`config.mk`:
```
export PLATFORM = sky130hd
export DESIGN_NAME = y_stream_src
export DESIGN_NICKNAME = d
export VERILOG_FILES = /design/src/rtl/y_stream_src.sv
export SDC_FILE = /design/constraint.sdc
export NUM_CORES = 1
export LEC_CHECK = 0
export CORE_ASPECT_RATIO = 0.7
export CORE_MARGIN = 5
export CORE_UTILIZATION = 45
export CTS_CLUSTER_SIZE = 25
export DETAILED_ROUTE_END_ITERATION = 6
export GPL_ROUTABILITY_DRIVEN = 0
export SETUP_SLACK_MARGIN = 0.1
export SLEW_MARGIN = 20
export SYNTH_ARGS = -nofsm -noshare
export SYNTH_HDL_FRONTEND = slang
export SYNTH_SLANG_ARGS = --single-unit
```
`constraint.sdc`:
```
create_clock -name clk -period 4.6 [get_ports clk]
set_clock_uncertainty 0.05 [all_clocks]
set_input_delay 0.92 -clock clk [delete_from_list [all_inputs] [get_ports clk]]
set_output_delay 0.92 -clock clk [all_outputs]
set_load 0.02 [all_outputs]
```
`src/rtl/y_stream_src.sv`:
```
// Avalon-ST Video test-pattern source: emits a control packet followed by a
// video packet per frame, configured through a small 4-bit-address register bus.
module y_stream_src #(
    parameter int DEFAULT_WIDTH  = 640,
    parameter int DEFAULT_HEIGHT = 480
) (
    input  logic        clk,
    input  logic        rst,
    input  logic [3:0]  slave_addr,
    input  logic        slave_rd,
    input  logic        slave_wr,
    input  logic [31:0] slave_wrdata,
    output logic [31:0] slave_rddata,
    output logic [23:0] video_out_data,
    output logic        video_out_valid,
    output logic        video_out_sop,
    output logic        video_out_eop,
    input  logic        video_out_ready,
    output logic        frame_done
);

    typedef enum logic [2:0] {
        IDLE  = 3'd0,
        C_HDR = 3'd1,
        C_DAT = 3'd2,
        V_HDR = 3'd3,
        V_PIX = 3'd4
    } state_t;

    // Configuration registers (bus side)
    logic        go_q;
    logic [15:0] width_q;
    logic [15:0] height_q;
    logic [1:0]  mode_q;
    logic [7:0]  solid_q;
    logic [31:0] rddata_q;
    logic [31:0] rd_mux;

    // Frame engine state
    state_t      state_q, state_d;
    logic [1:0]  cbeat_q, cbeat_d;
    logic [15:0] x_q, x_d, y_q, y_d;
    logic [15:0] sw_q, sw_d, sh_q, sh_d;
    logic [1:0]  smode_q, smode_d;
    logic [7:0]  ssolid_q, ssolid_d;
    logic        busy_q, busy_d;
    logic [31:0] frames_q, frames_d;
    logic        valid_q, valid_d;
    logic        sop_q, sop_d;
    logic        eop_q, eop_d;
    logic [23:0] data_q, data_d;
    logic        fdone_q, fdone_d;

    logic        xfer;
    logic        last_x;
    logic [15:0] x_nx, y_nx;
    logic [7:0]  pix_nx;
    logic [7:0]  pix_first;

    logic unused_wrdata;
    assign unused_wrdata = ^slave_wrdata[31:16];

    function automatic logic [7:0] pixel_f(input logic [1:0] mode, input logic [7:0] solid,
                                           input logic [15:0] x, input logic [15:0] y);
        logic [7:0] p;
        p = 8'h00;
        case (mode)
            2'd0: p = x[7:0];
            2'd1: p = y[7:0];
            2'd2: p = solid;
            2'd3: p = (x[3] ^ y[3]) ? 8'hFF : 8'h00;
            default: p = 8'h00;
        endcase
        return p;
    endfunction

    always_comb begin
        rd_mux = 32'd0;
        case (slave_addr)
            4'd0: rd_mux = {31'd0, go_q};
            4'd1: rd_mux = {16'd0, width_q};
            4'd2: rd_mux = {16'd0, height_q};
            4'd3: rd_mux = {16'd0, solid_q, 6'd0, mode_q};
            4'd4: rd_mux = frames_q;
            4'd5: rd_mux = {31'd0, busy_q};
            default: rd_mux = 32'd0;
        endcase
    end

    always_ff @(posedge clk or negedge rst) begin
        if (!rst) begin
            go_q     <= 1'b0;
            width_q  <= 16'(DEFAULT_WIDTH);
            height_q <= 16'(DEFAULT_HEIGHT);
            mode_q   <= 2'd0;
            solid_q  <= 8'd0;
            rddata_q <= 32'd0;
        end else begin
            if (slave_wr) begin
                case (slave_addr)
                    4'd0: go_q <= slave_wrdata[0];
                    4'd1: width_q <= slave_wrdata[15:0];
                    4'd2: height_q <= slave_wrdata[15:0];
                    4'd3: begin
                        mode_q  <= slave_wrdata[1:0];
                        solid_q <= slave_wrdata[15:8];
                    end
                    default: ;
                endcase
            end
            if (slave_rd) begin
                rddata_q <= rd_mux;
            end
        end
    end

    // Handshake: a beat moves when valid and ready are both high; while valid is
    // high and ready low every output register holds, and valid only drops after
    // the beat has moved.
    assign xfer      = valid_q & video_out_ready;
    assign last_x    = (x_q == sw_q - 16'd1);
    assign x_nx      = last_x ? 16'd0 : x_q + 16'd1;
    assign y_nx      = last_x ? y_q + 16'd1 : y_q;
    assign pix_nx    = pixel_f(smode_q, ssolid_q, x_nx, y_nx);
    assign pix_first = pixel_f(smode_q, ssolid_q, 16'd0, 16'd0);

    always_comb begin
        state_d  = state_q;
        cbeat_d  = cbeat_q;
        x_d      = x_q;
        y_d      = y_q;
        sw_d     = sw_q;
        sh_d     = sh_q;
        smode_d  = smode_q;
        ssolid_d = ssolid_q;
        busy_d   = busy_q;
        frames_d = frames_q;
        valid_d  = valid_q;
        sop_d    = sop_q;
        eop_d    = eop_q;
        data_d   = data_q;
        fdone_d  = 1'b0;

        case (state_q)
            IDLE: begin
                valid_d = 1'b0;
                sop_d   = 1'b0;
                eop_d   = 1'b0;
                if (go_q && (width_q != 16'd0) && (height_q != 16'd0)) begin
                    sw_d     = width_q;
                    sh_d     = height_q;
                    smode_d  = mode_q;
                    ssolid_d = solid_q;
                    busy_d   = 1'b1;
                    state_d  = C_HDR;
                    valid_d  = 1'b1;
                    sop_d    = 1'b1;
                    data_d   = 24'h00000F;
                end
            end
            C_HDR: begin
                if (xfer) begin
                    state_d = C_DAT;
                    cbeat_d = 2'd0;
                    sop_d   = 1'b0;
                    data_d  = {4'h0, sw_q[7:4], 4'h0, sw_q[11:8], 4'h0, sw_q[15:12]};
                end
            end
            C_DAT: begin
                if (xfer) begin
                    // cbeat_q names the control data beat currently on the bus
                    case (cbeat_q)
                        2'd0: begin
                            cbeat_d = 2'd1;
                            data_d  = {4'h0, sh_q[11:8], 4'h0, sh_q[15:12], 4'h0, sw_q[3:0]};
                        end
                        2'd1: begin
                            cbeat_d = 2'd2;
                            eop_d   = 1'b1;
                            data_d  = {8'h00, 4'h0, sh_q[3:0], 4'h0, sh_q[7:4]};
                        end
                        default: begin
                            state_d = V_HDR;
                            sop_d   = 1'b1;
                            eop_d   = 1'b0;
                            data_d  = 24'h000000;
                        end
                    endcase
                end
            end
            V_HDR: begin
                if (xfer) begin
                    state_d = V_PIX;
                    x_d     = 16'd0;
                    y_d     = 16'd0;
                    sop_d   = 1'b0;
                    eop_d   = (sw_q == 16'd1) && (sh_q == 16'd1);
                    data_d  = {pix_first, pix_first, pix_first};
                end
            end
            V_PIX: begin
                if (xfer) begin
                    if (eop_q) begin
                        state_d  = IDLE;
                        valid_d  = 1'b0;
                        eop_d    = 1'b0;
                        data_d   = 24'h000000;
                        busy_d   = 1'b0;
                        fdone_d  = 1'b1;
                        frames_d = frames_q + 32'd1;
                    end else begin
                        x_d    = x_nx;
                        y_d    = y_nx;
                        eop_d  = (x_nx == sw_q - 16'd1) && (y_nx == sh_q - 16'd1);
                        data_d = {pix_nx, pix_nx, pix_nx};
                    end
                end
            end
            default: begin
                state_d = IDLE;
                valid_d = 1'b0;
                sop_d   = 1'b0;
                eop_d   = 1'b0;
            end
        endcase
    end

    always_ff @(posedge clk or negedge rst) begin
        if (!rst) begin
            state_q  <= IDLE;
            cbeat_q  <= 2'd0;
            x_q      <= 16'd0;
            y_q      <= 16'd0;
            sw_q     <= 16'd0;
            sh_q     <= 16'd0;
            smode_q  <= 2'd0;
            ssolid_q <= 8'd0;
            busy_q   <= 1'b0;
            frames_q <= 32'd0;
            valid_q  <= 1'b0;
            sop_q    <= 1'b0;
            eop_q    <= 1'b0;
            data_q   <= 24'd0;
            fdone_q  <= 1'b0;
        end else begin
            state_q  <= state_d;
            cbeat_q  <= cbeat_d;
            x_q      <= x_d;
            y_q      <= y_d;
            sw_q     <= sw_d;
            sh_q     <= sh_d;
            smode_q  <= smode_d;
            ssolid_q <= ssolid_d;
            busy_q   <= busy_d;
            frames_q <= frames_d;
            valid_q  <= valid_d;
            sop_q    <= sop_d;
            eop_q    <= eop_d;
            data_q   <= data_d;
            fdone_q  <= fdone_d;
        end
    end

    assign slave_rddata    = rddata_q;
    assign video_out_data  = data_q;
    assign video_out_valid = valid_q;
    assign video_out_sop   = sop_q;
    assign video_out_eop   = eop_q;
    assign frame_done      = fdone_q;

endmodule

```
==> flow_summary_export.csv, run 1 <==
group,metric,value,unit
sta,hold_violations,0,
worst_setup_path,crit_chain,"or4_4, nor4_1, xnor2_1, o211ai_1, or4_4, nor3_2, xnor3_1, a211oi_1, nand4_1, o21ai_1",
worst_setup_path,cp_data_required_time,4.98,ns
yosys,synth-edff-count,0,
final_layout,final_area,13850,um^2
power_and_ir_drop,ir_drop,0.3336,mV
clocking,cts_root_buf,"clkbuf_16",
global_route,grt_max_degree,93,
final_layout,utilization,53.67,%
place,dp_hpwl,27540,um
sta,fin_crit,4.247,ns
worst_setup_path,worstSetupPathType,"reg2reg",
sta,fin_setup_tns,0,ns
yosys,syn-num-nets,1268,
final_layout,layout-drive-gt1-share,15.63,%
drt,wl_met2,14130,um
worst_setup_path,cpMostUsedCell,"or4_4",
drt,wl_per_cell,21.99,um
global_route,grt_usage,24.16,%
final_layout,final_cell_mix,"dfrtp_1, mux2_2, nand2_1",
place,dpl.cell_count,1615,
floorplan,start_util,45.89,%
worst_setup_path,critPathMaxFanout,10,
power_and_ir_drop,powerDensity,524.0,nW/um^2
run,drv_cap,0,
sta,relSlewSlack,34.05,%
worst_setup_path,path_delay_family,"simple AND/OR/NAND/NOR gates",
global_route,grt_pass1_vias,9319,
drt,wl_met1,18080,um
yosys,async_flop_share,100.0,%
worst_setup_path,cp_data_arrival_time,4.63,ns
clocking,cts-htree-levels,1,
worst_setup_path,crit_buf_inv,0,
yosys,avgSynthCellArea,9.708,um^2
power_and_ir_drop,p_leak,5.522,nW
worst_setup_path,cpPeakStageDelay,0.65,ns
final_layout,synthToLayoutAreaGrowth,16.97,%
worst_setup_path,reg2reg_slack,0.35,ns
yosys,synthCells,1220,
drt,via_per_inst,5.973,
yosys,yosys_warnings,0,
yosys,ys_types,82,
worst_setup_path,critical_path.startpoint_type,"register",
worst_setup_path,crit_start,"sw_q[0]",
floorplan,dieArea,29720,um^2
drt,num_vias,9892,
floorplan,io_pins,101,
drt,drtIter0Drc,1111,
worst_setup_path,r2r_cells,10,
global_route,grt-ovfl-total,0,
final_layout,final_common_cell,"dfrtp_1",
drt,drt_wl_total,36410,um
clocking,cts_tree,"yes",
drt,firstDrtPassIters,6,
clocking,clk_pin_slew,0.07,ns
outcome,status,"finished, final reports clean",
floorplan,core,25810,um^2
place,placed_cell_area,13090,um^2
yosys,synth_seq_area_share,43.80,%
clocking,holdBufCountCts,0,
worst_setup_path,crit_path_end,"video_out_eop",
floorplan,die_h,145.7,um
floorplan,die_w,203.9,um
drt,wl_met3,3679,um
yosys,synth_ff_type,"dfrtp_1",
sta,max_freq,235.5,MHz
clocking,clock_latency,0.52,ns
min_path,hp-class,"in2async",
final_layout,fill_cells,2300,
global_route,grt_pass1_wl,56950,um
floorplan,num_rows,49,
sta,timing.final.crit_share,92.32,%
worst_setup_path,timing.rr.start,"sw_q[0]",
sta,drv_slew,0,
place,portBuffers,84,
clocking,max-clock-path-buffers,3,
drt,postRouteAntennaNets,0,
sta,worst_pin_slew,0.9817,ns
clocking,numCtsBuffers,22,
worst_setup_path,end_kind,"register",
worst_setup_path,r2r-end,"video_out_eop",
final_layout,insertedDiodeCount,0,
worst_setup_path,worstSetupPathDepth,10,
global_route,antenna_found_initial,1,
worst_setup_path,slowest_stage,"or4_4",
drt,highest-signal-layer,"met4",
sta,hold_ws,0.3543,ns
final_layout,finalNetCount,1332,
yosys,syn_area,11840,um^2
clocking,clock_sinks,207,
yosys,ys_ff_latch,207,
drt,drc,0,
sta,rsz0062_at_grt,"no",
sta,setup_viol,0,
final_layout,final_cells,1656,
power by group:
group	switching, mW	total (mW)	internal (mW)
Combinational	1.44	2.61	1.17
Clock	0.729	1.77	1.04
Sequential	0.696	2.88	2.18
Total	2.86	7.26	4.40
sequential cells by signal, indices dropped and copies added (netlist names):
register and count:
frames_q 32, slave_rddata 32, height_q 16, sh_q 16
sw_q 16, video_out_data 16, width_q 16, x_q 16
y_q 16, solid_q 8, ssolid_q 8, state_q 3
cbeat_q 2, mode_q 2, smode_q 2, busy_q 1
frame_done 1, go_q 1, video_out_eop 1, video_out_sop 1
video_out_valid 1
final cells by class:
cell class	instances	area [um^2]	share of cell area, %
multi-input cells	870	6125	44.21
flip-flops and latches	207	5187	37.45
repair buffers	125	1166	8.418
clock buffers	36	664.4	4.796
well taps	357	446.7	3.224
inverters	58	217.7	1.572
clock inverters	3	46.29	0.3342
worst min-delay path by stage:
stage,to,startpoint,slack (ns),cells after the start
floorplan,frames_q[31],frames_q[31],0.40,1
global placement,frames_q[31],frames_q[31],0.41,1
detailed placement,frames_q[31],frames_q[31],0.42,1
CTS,x_q[0],rst,0.38,1
global route,x_q[0],rst,0.42,1
finish,x_q[0],rst,0.35,1
through the flow:
| step | total power [mW] | setup slack [ns] |
|---|---|---|
| after floorplan | 4.445 | 0.8289 |
| after global placement | 5.374 | 0.3824 |
| after detailed placement | 5.419 | 0.3187 |
| after CTS | 7.210 | 0.2891 |
| after global routing | 7.628 | 0.1109 |
| final | 7.259 | 0.3534 |
worst register-to-register path: cells and delay by family (launching register included):
family | cells | cell delay [ns]
and+or+nand+nor | 5 | 2.23
AOI/OAI and AO/OA | 3 | 0.74
xor gates and xnor gates | 2 | 0.68
DFF | 1 | 0.48
what timing repair did:
item                       4_1_cts  5_1_grt
setup endpoints to repair        0       11
gates resized for setup          0        6
setup buffers                    0        2
cell families after synthesis:
kind of cell | count (synthesis) | synth area share [%]
DFF | 207 | 43.80
and+or+nand+nor | 383 | 17.39
AOI/OAI and AO/OA | 264 | 14.81
muxes | 100 | 9.434
adders and majority gates | 7 | 0.7395
xor gates and xnor gates | 116 | 8.927
buffers and inverters | 143 | 4.902
synthesized netlist by cell type (10+ instances only):
cell type / count / area, um^2
dfrtp_1: 201 / 5030
mux2_2: 93 / 1047
nand2_1: 89 / 334.1
xnor2_1: 82 / 718.2
o21ai_0: 76 / 380.4
nor2_1: 69 / 259.0
nand3_1: 67 / 335.3
clkbuf_1: 61 / 229.0
inv_1: 58 / 217.7
a21oi_1: 42 / 210.2
xor2_1: 31 / 271.5
nor4_1: 26 / 162.7
nor3_1: 23 / 115.1
nand4_1: 19 / 118.9
o22ai_1: 17 / 106.4
a222oi_1: 15 / 150.1
and3_1: 14 / 87.58
a22oi_1: 13 / 97.59
a31oi_1: 13 / 81.33
o31ai_1: 13 / 97.59
a21boi_0: 10 / 75.07
buf_2: 10 / 50.05
metal layers:
layer  track usage [%]  vias to the layer above
met5                 0                        -
met1             40.03                     4891
met2             32.08                      413
met4             3.539                        0
met3             5.614                       41
li1                  -                     4547
(Power assumes the default switching activity.)
==> run 2, diff against run 1 <==
--- a/config.mk
+++ b/config.mk
@@ -11,6 +11,7 @@
 export CTS_CLUSTER_SIZE = 25
 export DETAILED_ROUTE_END_ITERATION = 6
 export GPL_ROUTABILITY_DRIVEN = 0
+export GPL_TIMING_DRIVEN = 1
 export SETUP_SLACK_MARGIN = 0.1
 export SLEW_MARGIN = 20
 export SYNTH_ARGS = -nofsm -noshare
==> results of run 2 <==
Same layout as run 1: the final DEF is identical, and so are final timing and power.
==> run 3, diff against run 2 <==
--- a/config.mk
+++ b/config.mk
@@ -13,6 +13,7 @@
 export GPL_ROUTABILITY_DRIVEN = 0
 export GPL_TIMING_DRIVEN = 1
 export SETUP_SLACK_MARGIN = 0.1
+export SKIP_CTS_REPAIR_TIMING = 1
 export SLEW_MARGIN = 20
 export SYNTH_ARGS = -nofsm -noshare
 export SYNTH_HDL_FRONTEND = slang
==> results of run 3 <==
Same layout as run 1: the final DEF is identical, and so are final timing and power.
